--- src/rtl/reg_scoreboard.sv ---
// Issue-side hazard scoreboard: per-register producer countdowns drive the
// ID stall/issue decision for load-use, multi-cycle and WAW hazards.
module reg_scoreboard #(
   parameter int unsigned AW = 5,
   parameter int unsigned CW = 2
) (
   input  logic                  clk,
   input  logic                  rst_n,
   input  logic                  id_valid,
   input  logic [AW-1:0]         id_rs,
   input  logic [AW-1:0]         id_rt,
   input  logic                  id_rs_used,
   input  logic                  id_rt_used,
   input  logic                  id_RFWr,
   input  logic [AW-1:0]         id_dst,
   input  logic [CW-1:0]         id_lat,
   input  logic                  flush,
   output logic                  stall,
   output logic                  issue,
   output logic [(1<<AW)-1:0]    busy_mask,
   output logic [31:0]           stall_cycles
);

   localparam int unsigned NREG = 1 << AW;
   localparam int unsigned SCW  = 32;

   logic [CW-1:0]   cnt_q [NREG];
   logic [CW-1:0]   cnt_d [NREG];
   logic [NREG-1:0] busy_q;
   logic [NREG-1:0] busy_d;
   logic [SCW-1:0]  stall_cycles_q;
   logic [SCW-1:0]  stall_cycles_d;

   logic raw_rs;
   logic raw_rt;
   logic waw;

   // Hazards look only at pre-update counters, so an instruction never waits on itself.
   always_comb begin
      raw_rs = id_rs_used && (id_rs != '0) && (cnt_q[id_rs] != '0);
      raw_rt = id_rt_used && (id_rt != '0) && (cnt_q[id_rt] != '0);
      waw    = id_RFWr    && (id_dst != '0) && (cnt_q[id_dst] != '0);
      stall  = id_valid && !flush && (raw_rs || raw_rt || waw);
      issue  = id_valid && !flush && !stall;
   end

   // Countdown update: a new producer reloads its destination, otherwise drain to zero.
   always_comb begin
      for (int unsigned r = 0; r < NREG; r++) begin
         cnt_d[r] = cnt_q[r];
         if (r == 0) begin
            cnt_d[r] = '0;
         end else if (issue && id_RFWr && (id_dst == AW'(r))) begin
            cnt_d[r] = id_lat;
         end else if (cnt_q[r] != '0) begin
            cnt_d[r] = cnt_q[r] - CW'(1);
         end
         busy_d[r] = (cnt_d[r] != '0);
      end
   end

   // Saturating stall counter.
   always_comb begin
      stall_cycles_d = stall_cycles_q;
      if (stall && (stall_cycles_q != '1)) begin
         stall_cycles_d = stall_cycles_q + SCW'(1);
      end
   end

   always_ff @(posedge clk or negedge rst_n) begin
      if (!rst_n) begin
         for (int unsigned r = 0; r < NREG; r++) begin
            cnt_q[r] <= '0;
         end
         busy_q         <= '0;
         stall_cycles_q <= '0;
      end else begin
         for (int unsigned r = 0; r < NREG; r++) begin
            cnt_q[r] <= cnt_d[r];
         end
         busy_q         <= busy_d;
         stall_cycles_q <= stall_cycles_d;
      end
   end

   assign busy_mask    = busy_q;
   assign stall_cycles = stall_cycles_q;

endmodule

--- config.mk ---
export PLATFORM = sky130hd
export DESIGN_NAME = reg_scoreboard
export DESIGN_NICKNAME = d
export VERILOG_FILES = /design/src/rtl/reg_scoreboard.sv
export SDC_FILE = /design/constraint.sdc
export NUM_CORES = 1
export LEC_CHECK = 0
export ABC_AREA = 0
export CAP_MARGIN = 20
export CORE_MARGIN = 8
export CORE_UTILIZATION = 45
export CTS_CLUSTER_SIZE = 28
export DETAILED_ROUTE_END_ITERATION = 10
export PLACE_DENSITY = 0.68
export SETUP_SLACK_MARGIN = 0.5
export SLEW_MARGIN = 5
export SYNTH_ARGS = -nofsm -noshare
export SYNTH_HDL_FRONTEND = slang
export SYNTH_SLANG_ARGS = --single-unit
--- constraint.sdc ---
create_clock -name clk -period 8.25 [get_ports clk]
set_input_delay 0.825 -clock clk [delete_from_list [all_inputs] [get_ports clk]]
set_output_delay 0.825 -clock clk [all_outputs]
set_load 0.02 [all_outputs]
==> flow_summary.json <==
{
  "synth_edf_count": 0,
  "antenna_found_initial": 0,
  "p_leak_uw": 0.00323,
  "rsz0062_at_grt": "false",
  "routed_wl_um": 17700,
  "dieHeight_um": 132,
  "dp_hpwl_um": 12900,
  "rrSetupSlack_ps": 4580,
  "hp-class": "input port to asynchronous set/reset pin",
  "synth_cells": 603,
  "drive_gt1_share_pct": 9.09,
  "cts_resized": 0,
  "layout.nets": 705,
  "grt_max_degree": 82,
  "reg2regPathDepth": 9,
  "area_delta_synth_final_pct": 26.6,
  "maxCapViolations": 0,
  "start_util_pct": 46.1,
  "period_share_pct": 67.1,
  "dr_total_vias": 5166,
  "numCtsBuffers": 17,
  "die-width_um": 132,
  "clk_pin_slew_ps": 60,
  "path_cells": "clkdlybuf4s50_1 -> nor2b_1 -> o2bb2ai_1 -> nor3_1 -> a211oi_1 -> o311a_1 -> nor4_4 -> buf_4 -> nand2_1 -> buf_4 -> inv_1 -> clkdlybuf4s50_1",
  "drc_errors": 0,
  "rows": 42,
  "yosysSeqAreaShare_pct": 51.3,
  "cp_slowest_cell": "clkdlybuf4s50_1",
  "worst-path-max-fanout": 41,
  "postCtsSetupBuffers": 0,
  "slew_headroom_pct": 51.0,
  "cts_tree": "done",
  "nFillCells": 1137,
  "antenna_left": 0,
  "finalCriticalPeriod_ps": 5540,
  "hold_violations": 0,
  "wl_per_cell_um": 20.4,
  "slew_violations": 0,
  "slowest_delay_ps": 930,
  "cts.sinks": 125,
  "reg2reg_from": "cnt_q[12]$_DFF_PN0_",
  "pwr_density_cell_mw_per_mm2": 198,
  "setup_viol": 0,
  "syn_nets": 628,
  "crit_family": "buffers and inverters",
  "synth_area_per_cell_um2": 10.1,
  "synth_area_mm2": 0.00610,
  "finalSetupTns_ps": 0,
  "clock_latency_ps": 420,
  "worst_pin_slew_ps": 732,
  "dieArea_mm2": 0.0175,
  "required_ps": 7420,
  "drt_first_pass_iters": 5,
  "grt_pass1_vias": 5192,
  "grt_pass1_wl_um": 28100,
  "finClkSkew_ps": 8.37,
  "clockBufferDepth": 2,
  "async_flop_share_pct": 100,
  "synth-seq-cells": 125,
  "root_buffer": "clkbuf_16",
  "yosysUniqueCellTypes": 51,
  "ioPinCount": 90,
  "postCtsHoldBufs": 0,
  "end_kind": "primary output",
  "grt_overflow_total": 0,
  "worstSetupStartpointType": "input port",
  "diodes": 0,
  "vias_per_cell": 5.94,
  "io_buffers": 88,
  "gp_congestion": 0.931,
  "cp.buffers_inverters": 5,
  "synthFlopType": "dfrtp_1",
  "worstReg2RegEnd": "busy_mask[3]$_DFF_PN0_",
  "layout_common_cells": "dfrtp_1 (125), clkdlybuf4s50_1 (87), nand2_1 (68)",
  "outcome": "complete, no violations",
  "peakVddDrop_uv": 147,
  "drt_iter0_drc": 502,
  "final_core_util_pct": 58.3,
  "critPathArrivalTime_ps": 4710,
  "cts-htree-levels": 4,
  "clock.fmax_mhz": 181,
  "grtUsageTotal_pct": 20.4,
  "path_class": "input port to primary output",
  "layout_commonest_cell": "dfrtp_1",
  "coreArea_mm2": 0.0132,
  "ys_warn_count": 0
}
## flip-flops by register name (all words and copies together), names as in the netlist
name	cells
cnt_q	62
busy_mask	31
stall_cycles	32
## cell families after synthesis
group | share of synthesized area, %
xor+xnor | 4.45
compound gates | 13.6
buf+inv | 4.57
simple gates | 18.5
other cells | 0.0615
mux | 7.28
flops | 51.3
fa+ha+maj | 0.205
## metal layers
| layer | wire (µm) | part of all wire (%) | vias to the layer above | GRT usage (%) |
|---|---|---|---|---|
| met2 | 8480 | 48 | 222 | 31.9 |
| met1 | 7360 | 42 | 2568 | 25.5 |
| met4 | 498 | 2.8 | 0 | 9.46 |
| met3 | 1370 | 7.8 | 36 | 5.94 |
| li1 | - | - | 2340 | - |
| met5 | 0 | 0 | - | 0 |
## cell type report
type                            instances  area (µm²)  share of cell area [%]
Timing Repair Buffer                   95         951                    12.3
Inverter                               33         124                    1.60
Multi-Input combinational cell        408        2700                    35.0
Clock inverter                         13         143                    1.85
Clock buffer                           19         453                    5.87
Tap cell                              176         220                    2.85
Sequential cell                       125        3130                    40.5
## worst max path at each step
stage	start	to	cells after the start
floorplan	id_rt[0]	stall	8
global placement	id_dst[0]	issue	12
detailed placement	id_dst[0]	issue	12
CTS	id_dst[0]	issue	12
global route	id_dst[0]	issue	12
finish	id_dst[1]	issue	12
## where the power goes
group | switching, µW | internal, µW
sequential | 17.6 | 627
combinational | 91.2 | 59.1
clock | 274 | 460
total | 383 | 1150
## cell usage after synthesis (2+ instances only)
library cell  count  area share (%)
or3_1             2            0.21
o41ai_1           4            0.57
nor2b_1           6            0.62
nand2b_1          5            0.51
o22ai_1          17             1.7
a2111oi_0         2            0.29
o21ai_0          34             2.8
dfrtp_1         125              51
inv_1            33             2.0
and3_1            5            0.51
mux2i_1           5            0.82
or4_1             4            0.49
a221oi_1          2            0.29
nand3b_1          2            0.25
buf_1             2            0.12
and4_1            2            0.29
nor2_1           49             3.0
a211oi_1          5            0.62
o32ai_1          14             2.0
a21oi_1           8            0.66
mux4_2           17             6.3
o31ai_1          22             2.7
nand3_1          21             1.7
nor3b_1           4            0.49
nand4_1          13             1.3
nor3_1           28             2.3
nand2_1          68             4.2
nor4_1           13             1.3
buf_2            10            0.82
xor2_1           30             4.3
and2_1            4            0.41
clkbuf_1         24             1.5
a32o_1            5            0.82
## metrics by stage
stage / hold WS [ps] / instance area, µm² / instances / total power (µW) / worst slack [ps]
after floorplan: 448 / 6100 / 603 / 731 / 4610
after detailed placement: 473 / 7100 / 836 / 803 / 2760
final: 399 / 7720 / 869 / 1530 / 2710
after global routing: 430 / 7720 / 869 / 1590 / 2430
after global placement: 463 / 7100 / 836 / 801 / 2810
after CTS: 400 / 7690 / 868 / 1540 / 2750
Note: power is estimated with default switching activity, not from simulation.
